$ cat src/rtl/vga_pkg.sv
// -----------------------------------------------------------------------------
// vga_pkg
// Types and constants shared by the VGA raster timing generator.
//   vga_timing_t        : segment lengths of one raster axis, in pixels or lines
//   VGA_640X480_H/_V    : 640x480@60 segment lengths
//   VGA_640X480_CLK_DIV : system clocks per pixel for a 50 MHz board clock
//   total()             : full period of one axis (sum of its four segments)
// -----------------------------------------------------------------------------
package vga_pkg;

  // One axis of a video mode. Segment order along the axis is
  // display, front porch, sync, back porch.
  typedef struct packed {
    int display;
    int front;
    int sync;
    int back;
  } vga_timing_t;

  localparam vga_timing_t VGA_640X480_H = '{display: 640, front: 16, sync: 96, back: 48};
  localparam vga_timing_t VGA_640X480_V = '{display: 480, front: 10, sync: 2,  back: 33};
  localparam int          VGA_640X480_CLK_DIV = 2;

  // Number of pixels (or lines) in one full period of an axis.
  function automatic int total(input vga_timing_t t);
    return t.display + t.front + t.sync + t.back;
  endfunction

endpackage

$ cat src/rtl/vga_timing_gen_if.sv
// -----------------------------------------------------------------------------
// vga_timing_gen_if
// Bundle between the raster timing generator and its consumers
// (pixel/framebuffer logic and the DAC control pins).
//   en          : run enable, driven by the consumer side
//   h_sync      : horizontal sync (polarity set by the generator)
//   v_sync      : vertical sync (polarity set by the generator)
//   blank_n     : 1 during active video
//   sync_n      : constant 1 (no sync-on-green)
//   active      : same as blank_n, for pixel logic
//   posx, posy  : current pixel coordinate, 0 outside active video
//   pix_tick    : one clk high per raster advance
//   line_start  : one clk high on entering column 0
//   frame_start : one clk high on entering (0,0)
// Modports: master = generator side, slave = consumer side.
// -----------------------------------------------------------------------------
interface vga_timing_gen_if #(
  parameter int CW = 10
) ();

  logic          en;
  logic          h_sync;
  logic          v_sync;
  logic          blank_n;
  logic          sync_n;
  logic          active;
  logic [CW-1:0] posx;
  logic [CW-1:0] posy;
  logic          pix_tick;
  logic          line_start;
  logic          frame_start;

  modport master (
    input  en,
    output h_sync, v_sync, blank_n, sync_n, active,
    output posx, posy, pix_tick, line_start, frame_start
  );

  modport slave (
    output en,
    input  h_sync, v_sync, blank_n, sync_n, active,
    input  posx, posy, pix_tick, line_start, frame_start
  );

endinterface

$ cat src/rtl/vga_axis_counter.sv
// -----------------------------------------------------------------------------
// vga_axis_counter
// Position counter for one raster axis (horizontal or vertical).
// Parameters:
//   CW  : counter width
//   SEG : segment lengths of the axis (display, front, sync, back)
//   POL : asserted level of the sync output
// Ports:
//   clk, rst_n : clock, asynchronous active-low reset
//   i_advance  : step the counter by one this cycle
//   o_count    : counter value after this cycle's step (value about to be
//                registered), so the parent can register outputs with no
//                extra latency
//   o_in_disp  : o_count lies in the display segment
//   o_sync     : registered sync level describing the registered count
//   o_wrap     : this step takes the counter from TOTAL-1 back to 0
// Reset parks the counter on TOTAL-1 so the first step lands on 0.
// -----------------------------------------------------------------------------
module vga_axis_counter
  import vga_pkg::*;
#(
  parameter int          CW  = 10,
  parameter vga_timing_t SEG = VGA_640X480_H,
  parameter bit          POL = 1'b0
) (
  input  logic          clk,
  input  logic          rst_n,
  input  logic          i_advance,
  output logic [CW-1:0] o_count,
  output logic          o_in_disp,
  output logic          o_sync,
  output logic          o_wrap
);

  localparam int TOTAL = total(SEG);

  // Boundaries carry one extra bit so a segment ending exactly at 2^CW
  // still compares correctly.
  localparam logic [CW:0] LAST     = (CW+1)'(TOTAL - 1);
  localparam logic [CW:0] DISP_END = (CW+1)'(SEG.display);
  localparam logic [CW:0] SYNC_BEG = (CW+1)'(SEG.display + SEG.front);
  localparam logic [CW:0] SYNC_END = (CW+1)'(SEG.display + SEG.front + SEG.sync);

  logic [CW-1:0] r_count;
  logic          r_sync;
  logic          w_at_last;
  logic [CW:0]   w_count_ext;
  logic          w_sync_nxt;

  assign w_at_last = ({1'b0, r_count} == LAST);
  assign o_wrap    = i_advance && w_at_last;

  always_comb begin
    o_count = r_count;
    if (i_advance) begin
      o_count = w_at_last ? '0 : r_count + 1'b1;
    end
  end

  assign w_count_ext = {1'b0, o_count};
  assign o_in_disp   = (w_count_ext < DISP_END);
  assign w_sync_nxt  = (w_count_ext >= SYNC_BEG) && (w_count_ext < SYNC_END);

  always_ff @(posedge clk or negedge rst_n) begin
    if (!rst_n) begin
      r_count <= LAST[CW-1:0];
      r_sync  <= !POL;
    end else if (i_advance) begin
      r_count <= o_count;
      r_sync  <= w_sync_nxt ? POL : !POL;
    end
  end

  assign o_sync = r_sync;

endmodule

$ cat src/rtl/vga_timing_gen.sv
// -----------------------------------------------------------------------------
// vga_timing_gen
// Parametrised VGA raster timing generator. Produces sync, blanking,
// active-video flag, pixel coordinates and line/frame strobes for any mode
// given by its porch/sync/display lengths.
// Ports:
//   clk   : system clock
//   rst_n : asynchronous active-low reset
//   bus   : vga_timing_gen_if.master (en in; syncs, blanking, posx/posy,
//           pix_tick, line_start, frame_start out)
// Configuration macro VGA_TIMING_CLKDIV_EN:
//   defined   - a modulo-CLK_DIV divider produces the pixel tick, so the
//               raster advances once every CLK_DIV system clocks
//   undefined - clk is the pixel clock, the raster advances every enabled
//               clk and CLK_DIV is ignored
// All outputs are registered and are loaded from the counters' next values,
// so they describe the counter position with no added latency.
// -----------------------------------------------------------------------------
module vga_timing_gen
  import vga_pkg::*;
#(
  parameter int CW        = 10,
  parameter int H_DISPLAY = VGA_640X480_H.display,
  parameter int H_FRONT   = VGA_640X480_H.front,
  parameter int H_SYNC    = VGA_640X480_H.sync,
  parameter int H_BACK    = VGA_640X480_H.back,
  parameter int V_DISPLAY = VGA_640X480_V.display,
  parameter int V_FRONT   = VGA_640X480_V.front,
  parameter int V_SYNC    = VGA_640X480_V.sync,
  parameter int V_BACK    = VGA_640X480_V.back,
  parameter bit H_POL     = 1'b0,
  parameter bit V_POL     = 1'b0,
  parameter int CLK_DIV   = VGA_640X480_CLK_DIV
) (
  input logic               clk,
  input logic               rst_n,
  vga_timing_gen_if.master  bus
);

  localparam vga_timing_t H_TIMING = '{display: H_DISPLAY, front: H_FRONT,
                                       sync: H_SYNC, back: H_BACK};
  localparam vga_timing_t V_TIMING = '{display: V_DISPLAY, front: V_FRONT,
                                       sync: V_SYNC, back: V_BACK};

  // ---------------------------------------------------------------------------
  // Elaboration-time parameter checks
  // ---------------------------------------------------------------------------
  if (total(H_TIMING) > (1 << CW)) begin : g_h_total_too_big
    $error("vga_timing_gen: H_TOTAL does not fit in CW bits");
  end
  if (total(V_TIMING) > (1 << CW)) begin : g_v_total_too_big
    $error("vga_timing_gen: V_TOTAL does not fit in CW bits");
  end
  if (CLK_DIV < 1) begin : g_clk_div_too_small
    $error("vga_timing_gen: CLK_DIV must be at least 1");
  end

  // ---------------------------------------------------------------------------
  // Pixel tick
  // ---------------------------------------------------------------------------
  logic w_tick;

`ifdef VGA_TIMING_CLKDIV_EN
  localparam int            DW       = (CLK_DIV > 1) ? $clog2(CLK_DIV) : 1;
  localparam logic [DW-1:0] DIV_LAST = DW'(CLK_DIV - 1);

  logic [DW-1:0] r_div;

  // The divider only counts enabled clocks, so its phase survives pauses
  // and the first tick after enabling lands CLK_DIV clocks later.
  always_ff @(posedge clk or negedge rst_n) begin
    if (!rst_n) begin
      r_div <= '0;
    end else if (bus.en) begin
      r_div <= (r_div == DIV_LAST) ? '0 : r_div + 1'b1;
    end
  end

  assign w_tick = bus.en && (r_div == DIV_LAST);
`else
  assign w_tick = bus.en;
`endif

  // ---------------------------------------------------------------------------
  // Axis counters: the vertical axis steps on the horizontal wrap
  // ---------------------------------------------------------------------------
  logic [CW-1:0] w_h_count;
  logic [CW-1:0] w_v_count;
  logic          w_h_disp;
  logic          w_v_disp;
  logic          w_h_sync;
  logic          w_v_sync;
  logic          w_h_wrap;
  logic          w_v_wrap;

  vga_axis_counter #(
    .CW  (CW),
    .SEG (H_TIMING),
    .POL (H_POL)
  ) u_h_axis (
    .clk       (clk),
    .rst_n     (rst_n),
    .i_advance (w_tick),
    .o_count   (w_h_count),
    .o_in_disp (w_h_disp),
    .o_sync    (w_h_sync),
    .o_wrap    (w_h_wrap)
  );

  vga_axis_counter #(
    .CW  (CW),
    .SEG (V_TIMING),
    .POL (V_POL)
  ) u_v_axis (
    .clk       (clk),
    .rst_n     (rst_n),
    .i_advance (w_h_wrap),
    .o_count   (w_v_count),
    .o_in_disp (w_v_disp),
    .o_sync    (w_v_sync),
    .o_wrap    (w_v_wrap)
  );

  // ---------------------------------------------------------------------------
  // Coordinates, active flag and strobes
  // ---------------------------------------------------------------------------
  logic          w_active_nxt;
  logic          r_active;
  logic [CW-1:0] r_posx;
  logic [CW-1:0] r_posy;
  logic          r_pix_tick;
  logic          r_line_start;
  logic          r_frame_start;

  assign w_active_nxt = w_h_disp && w_v_disp;

  always_ff @(posedge clk or negedge rst_n) begin
    if (!rst_n) begin
      r_active      <= 1'b0;
      r_posx        <= '0;
      r_posy        <= '0;
      r_pix_tick    <= 1'b0;
      r_line_start  <= 1'b0;
      r_frame_start <= 1'b0;
    end else begin
      // Strobes are refreshed every clock, so they are high for exactly the
      // first cycle that shows the new position.
      r_pix_tick    <= w_tick;
      r_line_start  <= w_h_wrap;
      // The vertical wrap can only happen on a horizontal wrap, i.e. (0,0).
      r_frame_start <= w_v_wrap;
      if (w_tick) begin
        r_active <= w_active_nxt;
        r_posx   <= w_active_nxt ? w_h_count : '0;
        r_posy   <= w_active_nxt ? w_v_count : '0;
      end
    end
  end

  assign bus.h_sync      = w_h_sync;
  assign bus.v_sync      = w_v_sync;
  assign bus.blank_n     = r_active;
  assign bus.active      = r_active;
  assign bus.sync_n      = 1'b1;
  assign bus.posx        = r_posx;
  assign bus.posy        = r_posy;
  assign bus.pix_tick    = r_pix_tick;
  assign bus.line_start  = r_line_start;
  assign bus.frame_start = r_frame_start;

endmodule

$ cat src/flat_wrapper.sv
// flat-port wrapper written by rule: the top's interface ports become plain ports
module vga_timing_gen_flat import vga_pkg::*;
#(
  parameter int CW        = 10,
  parameter int H_DISPLAY = VGA_640X480_H.display,
  parameter int H_FRONT   = VGA_640X480_H.front,
  parameter int H_SYNC    = VGA_640X480_H.sync,
  parameter int H_BACK    = VGA_640X480_H.back,
  parameter int V_DISPLAY = VGA_640X480_V.display,
  parameter int V_FRONT   = VGA_640X480_V.front,
  parameter int V_SYNC    = VGA_640X480_V.sync,
  parameter int V_BACK    = VGA_640X480_V.back,
  parameter bit H_POL     = 1'b0,
  parameter bit V_POL     = 1'b0,
  parameter int CLK_DIV   = VGA_640X480_CLK_DIV
)
  (clk, rst_n, bus_en, bus_h_sync, bus_v_sync, bus_blank_n, bus_sync_n, bus_active, bus_posx, bus_posy, bus_pix_tick, bus_line_start, bus_frame_start);
  vga_timing_gen_if #(.CW(CW)) bus_i ();
  input logic clk;
  input logic rst_n;
  input wire logic [$bits(bus_i.en)-1:0] bus_en;
  output wire logic [$bits(bus_i.h_sync)-1:0] bus_h_sync;
  output wire logic [$bits(bus_i.v_sync)-1:0] bus_v_sync;
  output wire logic [$bits(bus_i.blank_n)-1:0] bus_blank_n;
  output wire logic [$bits(bus_i.sync_n)-1:0] bus_sync_n;
  output wire logic [$bits(bus_i.active)-1:0] bus_active;
  output wire logic [$bits(bus_i.posx)-1:0] bus_posx;
  output wire logic [$bits(bus_i.posy)-1:0] bus_posy;
  output wire logic [$bits(bus_i.pix_tick)-1:0] bus_pix_tick;
  output wire logic [$bits(bus_i.line_start)-1:0] bus_line_start;
  output wire logic [$bits(bus_i.frame_start)-1:0] bus_frame_start;
  assign bus_i.en = bus_en;
  assign bus_h_sync = bus_i.h_sync;
  assign bus_v_sync = bus_i.v_sync;
  assign bus_blank_n = bus_i.blank_n;
  assign bus_sync_n = bus_i.sync_n;
  assign bus_active = bus_i.active;
  assign bus_posx = bus_i.posx;
  assign bus_posy = bus_i.posy;
  assign bus_pix_tick = bus_i.pix_tick;
  assign bus_line_start = bus_i.line_start;
  assign bus_frame_start = bus_i.frame_start;
  vga_timing_gen #(.CW(CW), .H_DISPLAY(H_DISPLAY), .H_FRONT(H_FRONT), .H_SYNC(H_SYNC), .H_BACK(H_BACK), .V_DISPLAY(V_DISPLAY), .V_FRONT(V_FRONT), .V_SYNC(V_SYNC), .V_BACK(V_BACK), .H_POL(H_POL), .V_POL(V_POL), .CLK_DIV(CLK_DIV)) u_core (.clk(clk), .rst_n(rst_n), .bus(bus_i));
endmodule
$ cat config.mk
export PLATFORM = sky130hd
export DESIGN_NAME = vga_timing_gen_flat
export DESIGN_NICKNAME = d
export VERILOG_FILES = /design/src/rtl/vga_pkg.sv /design/src/rtl/vga_timing_gen_if.sv /design/src/rtl/vga_axis_counter.sv /design/src/rtl/vga_timing_gen.sv /design/src/flat_wrapper.sv
export SDC_FILE = /design/constraint.sdc
export NUM_CORES = 1
export LEC_CHECK = 0
export ABC_AREA = 1
export BUFFER_PORTS_ARGS = -buffer_cell sky130_fd_sc_hd__buf_2
export CORE_MARGIN = 5
export CORE_UTILIZATION = 23
export DETAILED_ROUTE_END_ITERATION = 12
export RECOVER_POWER = 100
export REMOVE_ABC_BUFFERS = 1
export SETUP_SLACK_MARGIN = 0.05
export SYNTH_ARGS = -nofsm -noshare
export SYNTH_HDL_FRONTEND = slang
export SYNTH_SLANG_ARGS = --single-unit
$ cat constraint.sdc
create_clock -name clk -period 2.5 [get_ports clk]
set_clock_uncertainty 0.2 [all_clocks]
set_input_delay 0.5 -clock clk [delete_from_list [all_inputs] [get_ports clk]]
set_output_delay 0.5 -clock clk [all_outputs]
set_load 0.05 [all_outputs]
==> reports/metrics.yaml, run 1 <==
cp-end-kind: "register"
dr.pass1.iters: 4
clock_sinks: 46
max_freq_mhz: 426
vias: 2065
irDropWorstVdd_mv: 0.223
ys_types: 34
wl_per_cell_um: 11.7
hold_class: "input pin to register"
die_y_um: 113
syn_to_final_growth_pct: 16.6
relSlewSlack: -0.0609
pwr-share-seq: 0.511
synth_cells: 308
ys_ff_latch: 46
path_cells: "ha_1 > nand3_4 > inv_1 > nand4_1 > nand2_1 > nand2_1 > nor2_1 > nand2_4 > nand2_2 > o21ai_1"
nets: 349
cp_slowest_cell: "dfstp_2"
core_area_sq_mm: 0.0103
drt_iter0_markers: 113
die_w_um: 113
cts_buffers: 5
clkPwrFrac: 0.289
ys_warn_count: 0
worst-setup-path-type: "register to register"
grt_pass1_vias: 2087
cts_root_buf: "clkbuf_8"
worst_pin_slew_ns: 1.59
p_sw_w: 0.000576
async_flop_share: 1.00
hpwl_um: 4200
violations: "capacitance limit, slew limit"
hold_viol_final: 0
drc: 0
syn_avg_cell_area_sq_um: 7.90
rr_worst_depth: 10
whs_path_depth: 1
outcome: "finished with violations"
dp.cells: 470
grt_first_pass_wirelength_um: 9690
diodes: 0
rows: 37
ant_nets: 0
fin_cells: 480
finalCritPeriodShare: 0.939
cap_violations: 1
io_pins: 31
grt_usage: 0.0922
swShare: 0.319
synth-main-ff-cell: "dfrtp_1"
fin_crit_ns: 2.35
critPathMaxFanout: 17
p_comb_frac: 0.200
htree_levels: 2
synth_top_cell_area_share: 0.350
grt_max_degree: 31
yosys.area.top_type: "dfrtp_1"
start_util: 0.236
ys_top_cells_by_count: "nand2_1, inv_1, dfrtp_1"
final.fill_count: 1128
final_max_slew_viol_count: 31
setup-violations-final: 0
path_common_cell: "nand2_1"
syn_area_sq_mm: 0.00243
rsz0062_at_grt: "false"
dieArea_sq_mm: 0.0127
ys_seq_area_frac: 0.479
fin_tns_setup_ns: 0
cts_tree: "done"
antenna_found_initial: 0
p_int_w: 0.00123
p_per_area_mw_per_mm2: 637
overflow: 0
vias_per_cell: 4.30
synth_edf_count: 0
cp.required_ns: 2.48
io_buffers: 29
clk_pin_slew_ns: 0.08
critPathArrivalTime_ns: 2.33
routabilityCongestion: 0.903
drive_gt1_frac: 0.131
clkLatencyLatePin_ns: 0.29
ctsLongestPathBuffers: 2
netlist_top_cells_area: "dfrtp_1, nand2_1, dfstp_2, inv_1, nand4_1"
p_leak_nw: 1.47
start_kind: "register"
wirelength_um: 5630
crit_path_max_incr_delay_ns: 0.56
cts_hold_buf: 0
synth.most_common_cell: "nand2_1"
==> metrics by stage <==
| step | hold WS, ns | area [sq um] | power (W) | utilization | setup WS, ns |
|---|---|---|---|---|---|
| floorplan | 0.00441 | 2380 | 0.00119 | - | 0.410 |
| global placement | 0.262 | 2740 | 0.00129 | 0.265 | 0.208 |
| detailed placement | 0.266 | 2740 | 0.00130 | 0.265 | 0.123 |
| CTS | 0.0579 | 2850 | 0.00183 | 0.276 | 0.0913 |
| global route | 0.235 | 2840 | 0.00191 | 0.275 | 0.00426 |
| finish | 0.244 | 2840 | 0.00181 | 0.275 | 0.153 |
==> state kept, by name, indices dropped and copies added, names as in the netlist <==
register                 flops
u_core.u_h_axis.o_sync       1
u_core.u_h_axis.r_count     10
u_core.bus.frame_start       1
u_core.u_v_axis.o_sync       1
u_core.bus.posx             10
u_core.bus.active            1
u_core.u_v_axis.r_count     10
u_core.bus.pix_tick          1
u_core.bus.posy             10
u_core.bus.line_start        1
==> power groups by stage <==
stage / clock, W / combinational [W] / sequential (W)
finish: 0.000522 / 0.000361 / 0.000923
global route: 0.000573 / 0.000405 / 0.000935
floorplan: 0 / 0.000241 / 0.000950
global placement: 0 / 0.000354 / 0.000935
CTS: 0.000544 / 0.000367 / 0.000923
detailed placement: 0 / 0.000365 / 0.000936
==> cells by family after synthesis <==
| logic type | count (synthesis) | synth area share |
|---|---|---|
| AO/OA/AOI/OAI | 19 | 0.0432 |
| XOR/XNOR | 2 | 0.00720 |
| adder cells (fa/ha/maj) | 3 | 0.0154 |
| buffers and inverters | 53 | 0.0905 |
| flip-flops | 46 | 0.479 |
| other | 1 | 0.00154 |
| AND/OR/NAND/NOR | 184 | 0.363 |
==> worst max-delay path, delay by kind of cell, from the launching register on <==
family	cells	cell delay, ns
and+or+nand+nor	7	1.08
AOI/OAI and AO/OA	1	0.07
adders and majority gates	1	0.23
buffers and inverters	1	0.09
DFF	1	0.56
==> routing by layer <==
| layer | up-vias | track usage | share of wire |
|---|---|---|---|
| met1 | 961 | 0.122 | 0.46 |
| met4 | 0 | 0.0425 | 0.023 |
| met5 | - | 0 | 0 |
| met2 | 56 | 0.148 | 0.47 |
| li1 | 1038 | - | - |
| met3 | 10 | 0.0139 | 0.047 |
==> placed cells by master, fill, tap and decap left out, types with 3 or more instances in the layout <==
cell and instances:
a21oi_1 3, buf_4 4, clkbuf_1 30, clkbuf_8 8, dfrtp_1 34, dfstp_2 12
ha_1 3, inv_1 40, inv_2 4, nand2_1 102, nand2_2 3, nand3_1 22
nand4_1 18, nor2_1 25, nor2_8 3, o21ai_0 7, o21ai_1 5
==> path summary, 6_finish.rpt <==
kind | from | end | slack [ns]
hold reg to reg | u_core.bus.posx[2] | u_core.bus.posx[2] | 0.29
setup / recovery | u_core.u_h_axis.r_count[0] | u_core.bus.active | 0.15
hold / removal | bus_en | u_core.bus.pix_tick | 0.24
setup reg to reg | u_core.u_h_axis.r_count[0] | u_core.bus.active | 0.15
max in group asynchronous | rst_n | u_core.u_h_axis.r_count[1] | 0.65
min in group asynchronous | rst_n | u_core.bus.posx[2] | 0.39
==> layout make-up <==
cell class / count / area, sq um / area share
Timing Repair Buffer: 37 / 173 / 0.0609
Multi-Input combinational cell: 209 / 1050 / 0.371
Sequential cell: 46 / 1170 / 0.411
Clock buffer: 8 / 110 / 0.0388
Tap cell: 136 / 170 / 0.0600
Inverter: 44 / 165 / 0.0583
==> timing repair <==
action                                  in CTS  in global routing
setup buffers                                0                  2
gates resized for setup                      0                  1
endpoints found under the setup margin       0                 21
(Power assumes the default switching activity.)
==> inputs of run 2 (changes only) <==
- ABC_AREA: 1 -> default
- CORE_ASPECT_RATIO: default -> 0.5
==> run 2 against run 1 <==
Net effect: the flow now finishes without violations; register-to-register slack got worse by 0.11 ns; wire length decreased by 1.4%; area after synthesis fell by 8.0%; highest routed layer unchanged; hold slack better by 0.0022 ns; largest cell class unchanged; die area down 6.3%; count of clock-buffer cells in the layout decreased by 2; critical path type unchanged; sequential power about the same; sequential cell count stayed put; critical path depth is 3 lower; non-clock buffer count is 35 higher; via count fell by 11%.
==> reports/metrics.yaml, run 2 <==
clk_pin_slew_ns: 0.07  # was 0.08 ns
synth_edf_count: 0  # unchanged
fin_cells: 410  # was 480
fin_crit_ns: 2.45  # was 2.35 ns
start_util: 0.236  # about the same
ys_ff_latch: 46  # unchanged
die_y_um: 79.8  # was 113 um
wl_per_cell_um: 13.5  # was 11.7 um
synthAdderAreaFrac: 0.0168  # was 0.0154
syn_to_final_growth_pct: 37.5  # was 16.6%
syn_avg_cell_area_sq_um: 11.0  # was 7.90 sq um
drive_gt1_frac: 0.331  # was 0.131
synth_cells: 204  # was 308
netlist_top_cells_area: "dfrtp_1, dfstp_2, o2bb2ai_1, nand2_1, xnor2_1"  # was dfrtp_1, nand2_1, dfstp_2, inv_1, nand4_1
start_kind: "register"  # unchanged
worst-setup-path-type: "register to register"  # unchanged
grt_first_pass_wirelength_um: 9410  # was 9690 um
syn_area_sq_mm: 0.00224  # was 0.00243 sq mm
p_leak_nw: 1.25  # was 1.47 nW
drt-met1-wl_um: 2780  # was 2580 um
ys_top_cells_by_count: "dfrtp_1, nand2_1, o2bb2ai_1"  # was nand2_1, inv_1, dfrtp_1
ys_warn_count: 0  # unchanged
final_cell_area_sq_mm: 0.00308  # was 0.00284 sq mm
p_per_area_mw_per_mm2: 710  # was 637 mW/mm^2
dr_wl_met2_um: 2500  # was 2660 um
io_pins: 31  # unchanged
worst_pin_slew_ns: 1.21  # was 1.59 ns
vias: 1828  # was 2,065
final.fill_count: 939  # was 1,128
synth_compound_area_frac: 0.129  # was 0.0432
clkLatencyLatePin_ns: 0.29  # about the same
ctsLongestPathBuffers: 2  # unchanged
cts_hold_buf: 0  # unchanged
synth_xor_area_frac: 0.0542  # was 0.00720
dieArea_sq_mm: 0.0119  # was 0.0127 sq mm
place_area_sq_mm: 0.00278  # was 0.00274 sq mm
synth_top_cell_area_share: 0.380  # was 0.350
pwr-share-seq: 0.424  # was 0.511
cts_buffers: 5  # unchanged
synth_top_family_by_area: "simple AND/OR/NAND/NOR gates"  # unchanged
drt_iter0_markers: 146  # was 113
diodes: 0  # unchanged
io_buffers: 29  # unchanged
cts_tree: "done"  # unchanged
hold_viol_final: 0  # unchanged
final_max_slew_viol_count: 0  # was 31
relSlewSlack: 0.195  # was -0.0609
rsz0062_at_grt: "true"  # was false
cp.required_ns: 2.48  # about the same
max_freq_mhz: 407  # was 426 MHz
highest_layer: "met4"  # unchanged
vias_per_cell: 4.46  # was 4.30
routabilityCongestion: 0.856  # was 0.903
wl_met3_um: 172  # was 262 um
finalCritPeriodShare: 0.982  # was 0.939
clkPwrFrac: 0.295  # was 0.289
rows: 25  # was 37
critPathArrivalTime_ns: 2.43  # was 2.33 ns
core_area_sq_mm: 0.00948  # was 0.0103 sq mm
ant_nets: 0  # unchanged
irDropWorstVdd_mv: 0.225  # was 0.223 mV
grt_max_degree: 26  # was 31
swShare: 0.337  # was 0.319
yosys.area.top_type: "dfrtp_1"  # unchanged
ys_types: 45  # was 34
drc: 0  # unchanged
overflow: 0  # unchanged
cap_violations: 0  # was 1
htree_levels: 2  # unchanged
synth_simple_gate_area_share: 0.226  # was 0.363
synth.area.mux_share: 0.0140  # was 0
ys_seq_area_frac: 0.521  # was 0.479
antenna_found_initial: 0  # unchanged
hpwl_um: 4090  # was 4200 um
nets: 280  # was 349
dr.pass1.iters: 4  # unchanged
p_sw_w: 0.000738  # was 0.000576 W
layout_commonest_cell: "buf_4"  # was nand2_1
setup-violations-final: 0  # unchanged
grt_usage: 0.0988  # was 0.0922
hold_class: "input pin to async pin"  # was input pin to register
synth.most_common_cell: "dfrtp_1"  # was nand2_1
p_int_w: 0.00145  # was 0.00123 W
utilization: 0.325  # was 0.275
outcome: "completed"  # was finished with violations
critPathMaxFanout: 4  # was 17
die_w_um: 150  # was 113 um
dp.cells: 392  # was 470
wirelength_um: 5550  # was 5630 um
grt_pass1_vias: 1824  # was 2,087
cts_root_buf: "clkbuf_16"  # was clkbuf_8
rr_worst_depth: 7  # was 10
cp-end-kind: "register"  # unchanged
async_flop_share: 1.00  # unchanged
fin_tns_setup_ns: 0  # unchanged
synth-main-ff-cell: "dfrtp_1"  # unchanged
p_comb_frac: 0.281  # was 0.200
final_cell_mix: "buf_4, dfrtp_1, clkbuf_1, nand2_1"  # was nand2_1, inv_1, dfrtp_1, clkbuf_1, nor2_1
clock_sinks: 46  # unchanged
==> run 2: logic make-up after synthesis <==
| family | count (synthesis) |
|---|---|
| AO/OA/AOI/OAI | 35 |
| adder cells (fa/ha/maj) | 3 |
| flip-flops | 46 |
| multiplexers | 3 |
| AND/OR/NAND/NOR | 84 |
| other | 1 |
| buffers and inverters | 19 |
| XOR/XNOR | 13 |
==> run 2: stage by stage <==
| step | total power [W] | hold WS, ns | setup WS (ns) |
|---|---|---|---|
| global placement | 0.00152 | 0.266 | -0.0423 |
| global route | 0.00231 | 0.302 | -0.0719 |
| CTS | 0.00219 | 0.0151 | 0.0363 |
| detailed placement | 0.00152 | 0.269 | -0.0886 |
| finish | 0.00219 | 0.246 | 0.0452 |
| floorplan | 0.00129 | 0.00441 | -0.137 |
==> run 2: path summary, 6_finish.rpt <==
| kind | endpoint | slack (ns) | startpoint |
|---|---|---|---|
| min in group clk | u_core.bus.posy[5] | 0.29 | u_core.bus.posy[5] |
| max in group asynchronous | u_core.bus.posx[8] | 0.60 | rst_n |
| hold / removal | u_core.bus.pix_tick | 0.25 | rst_n |
| setup / recovery | u_core.bus.posx[7] | 0.05 | u_core.u_h_axis.r_count[7] |
| setup reg to reg | u_core.bus.posx[7] | 0.05 | u_core.u_h_axis.r_count[7] |
| hold reg to reg | u_core.bus.posy[5] | 0.29 | u_core.bus.posy[5] |
==> run 2: per-layer routing <==
layer	vias to the layer above	track usage
met5	-	0
met4	0	0.0365
met3	7	0.0182
met2	30	0.151
met1	907	0.139
li1	884	-
==> run 2: what timing repair did <==
| action | 4_1_cts | 5_1_grt |
|---|---|---|
| endpoints found under the setup margin | 20 | 21 |
| endpoints found under the hold margin | 0 | 0 |
| buffers inserted | 5 | 5 |
| pin swaps | 9 | 3 |
| resized for setup | 6 | 19 |
==> run 2: worst max-delay path, cell delays in order, from the launching register on <==
cell and delay (ns):
dfrtp_1 0.40, or3_4 0.43, buf_4 0.17, nor4_4 0.30
xor2_2 0.21, o2111ai_4 0.18, and3b_1 0.22, a32o_1 0.24
==> run 2: final cells by class <==
class | count | area [sq um] | share of cell area
well taps | 135 | 169 | 0.0549
repair buffers | 72 | 453 | 0.147
flip-flops and latches | 46 | 1170 | 0.379
clock buffers | 6 | 129 | 0.0419
clock inverters | 2 | 13.8 | 0.00447
inverters | 10 | 37.5 | 0.0122
multi-input cells | 139 | 1110 | 0.361
==> run 2: power groups by stage <==
stage                     Combinational, W  Sequential, W  Clock [W]
after CTS                         0.000614       0.000920   0.000657
after global placement            0.000594       0.000924          0
after floorplan                   0.000177        0.00111          0
after global routing              0.000674       0.000943   0.000692
final                             0.000614       0.000926   0.000646
after detailed placement          0.000598       0.000927          0
==> inputs of run 3 (changes only) <==
- CTS_BUF_LIST: default -> sky130_fd_sc_hd__clkbuf_8
- MAX_ROUTING_LAYER: default -> met4
==> run 3 against run 2 <==
Net effect: cell count is 0.24% higher; first-iteration DRC count decreased by 21%; global-route usage grew 0.12 points; design area shrank 0.94%; die area is the same; critical path type unchanged; highest routed layer unchanged.
==> reports/metrics.yaml, run 3 (same netlist as run 2, synthesis figures left out) <==
outcome: "completed"  # unchanged
min_to: "u_core.bus.posy[5]"
grt_max_degree: 26  # unchanged
setup-violations-final: 0  # unchanged
syn_to_final_growth_pct: 36.2  # was 37.5%
io_buffers: 29  # unchanged
finalCritPeriodShare: 0.976  # was 0.982
r2r_start: "u_core.u_h_axis.r_count[1]"  # was u_core.u_h_axis.r_count[7]
drc: 0  # unchanged
hold_viol_final: 0  # unchanged
drive_gt1_frac: 0.337  # was 0.331
vias_per_cell: 4.54  # was 4.46
drt_iter0_markers: 116  # was 146
ant_nets: 0  # unchanged
hpwl_um: 4090  # unchanged
cp.required_ns: 2.51  # was 2.48 ns
critPathMaxFanout: 5  # was 4
relSlewSlack: 0.142  # was 0.195
start_util: 0.236  # unchanged
cts_tree: "done"  # unchanged
place_area_sq_mm: 0.00278  # unchanged
utilization: 0.322  # was 0.325
worst-setup-path-type: "register to register"  # unchanged
dr.pass1.iters: 4  # unchanged
die_w_um: 150  # unchanged
final_cell_area_sq_mm: 0.00305  # was 0.00308 sq mm
grt_first_pass_wirelength_um: 9230  # was 9410 um
grt_usage: 0.100  # was 0.0988
irDropWorstVdd_mv: 0.177  # was 0.225 mV
vias: 1867  # was 1,828
max_freq_mhz: 410  # was 407 MHz
whs_path_depth: 1
overflow: 0  # unchanged
cp-end-kind: "register"  # unchanged
cts_buffers: 5  # unchanged
diodes: 0  # unchanged
p_leak_nw: 1.24  # was 1.25 nW
routabilityCongestion: 0.870  # was 0.856
rsz0062_at_grt: "true"  # unchanged
start_kind: "register"  # unchanged
htree_levels: 2  # unchanged
r2r_slack_ns: 0.06  # was 0.05 ns
worst_pin_slew_ns: 1.29  # was 1.21 ns
die_y_um: 79.8  # unchanged
dieArea_sq_mm: 0.0119  # unchanged
cts_root_buf: "clkbuf_8"  # was clkbuf_16
fin_crit_ns: 2.44  # was 2.45 ns
final_max_slew_viol_count: 0  # unchanged
fin_tns_setup_ns: 0  # unchanged
holdCritStartpoint: "u_core.bus.posy[5]"
nets: 281  # was 280
critPathArrivalTime_ns: 2.45  # was 2.43 ns
core_area_sq_mm: 0.00948  # unchanged
layout_commonest_cell: "buf_4"  # unchanged
ctsLongestPathBuffers: 2  # unchanged
r2r_end: "u_core.bus.posx[0]"  # was u_core.bus.posx[7]
grt_pass1_vias: 1783  # was 1,824
hold_class: "register to register"  # was input pin to async pin
rows: 25  # unchanged
final_cell_mix: "buf_4, dfrtp_1, nand2_1, clkbuf_1"  # was buf_4, dfrtp_1, clkbuf_1, nand2_1
clk_pin_slew_ns: 0.08  # was 0.07 ns
rr_worst_depth: 9  # was 7
clkLatencyLatePin_ns: 0.30  # was 0.29 ns
cap_violations: 0  # unchanged
wirelength_um: 5560  # was 5550 um
wl_per_cell_um: 13.5  # about the same
io_pins: 31  # unchanged
antenna_found_initial: 0  # unchanged
p_per_area_mw_per_mm2: 653  # was 710 mW/mm^2
power_w: 0.00199  # was 0.00219 W
clock_sinks: 46  # unchanged
## run 3: final cells by class
cell class	count	area [sq um]
fillers	956	6430
flip-flops and latches	46	1170
multi-input cells	139	1110
repair buffers	73	480
well taps	135	169
clock buffers	5	68.8
inverters	10	37.5
clock inverters	3	17.5
## run 3: worst max path at each step
stage,end,depth (start not counted),start
2_1_floorplan,u_core.bus.posx[7],7,u_core.u_h_axis.r_count[0]
3_3_place_gp,u_core.bus.posx[7],8,u_core.u_h_axis.r_count[0]
3_5_place_dp,u_core.bus.posx[7],8,u_core.u_h_axis.r_count[0]
4_1_cts,u_core.bus.posx[7],8,u_core.u_h_axis.r_count[1]
5_1_grt,u_core.bus.posx[0],9,u_core.u_h_axis.r_count[1]
6_report,u_core.bus.posx[0],9,u_core.u_h_axis.r_count[1]
## run 3: report_power, final
part	internal, W	total [W]	leakage, nW	switching, W
sequential	0.000855	0.000925	0.565	0.0000708
combinational	0.000225	0.000617	0.630	0.000392
clock	0.000194	0.000450	0.0493	0.000256
total	0.00127	0.00199	1.24	0.000719
## run 3: routing by layer
layer  up-vias  track usage  share of wire
met5         -            -              0
met4         0       0.0311          0.013
met3         7       0.0159          0.027
met2        37        0.151           0.46
met1       935        0.139           0.50
li1        888            -              -
## run 3: critical path: stages, from the launching register on
cell,delay [ns]
dfstp_2,0.56
ha_4,0.14
nand4_1,0.13
buf_4,0.18
nor4_4,0.21
mux2i_2,0.34
nor3_4,0.08
nand4b_4,0.18
buf_6,0.16
o32ai_2,0.18
## run 3: metrics by stage
step / setup slack [ns] / instances / hold WS (ns)
floorplan: -0.137 / 195 / 0.00441
global placement: -0.0423 / 392 / 0.266
detailed placement: -0.0886 / 392 / 0.269
CTS: 0.0520 / 406 / 0.290
global route: -0.0609 / 411 / 0.309
finish: 0.0605 / 411 / 0.291
## run 3: what timing repair did
action	CTS	global route
hold endpoints to repair	11	0
pin swaps	10	3
hold buffers	1	0
buffers inserted	5	5
endpoints found under the setup margin	20	21
resized for setup	6	19
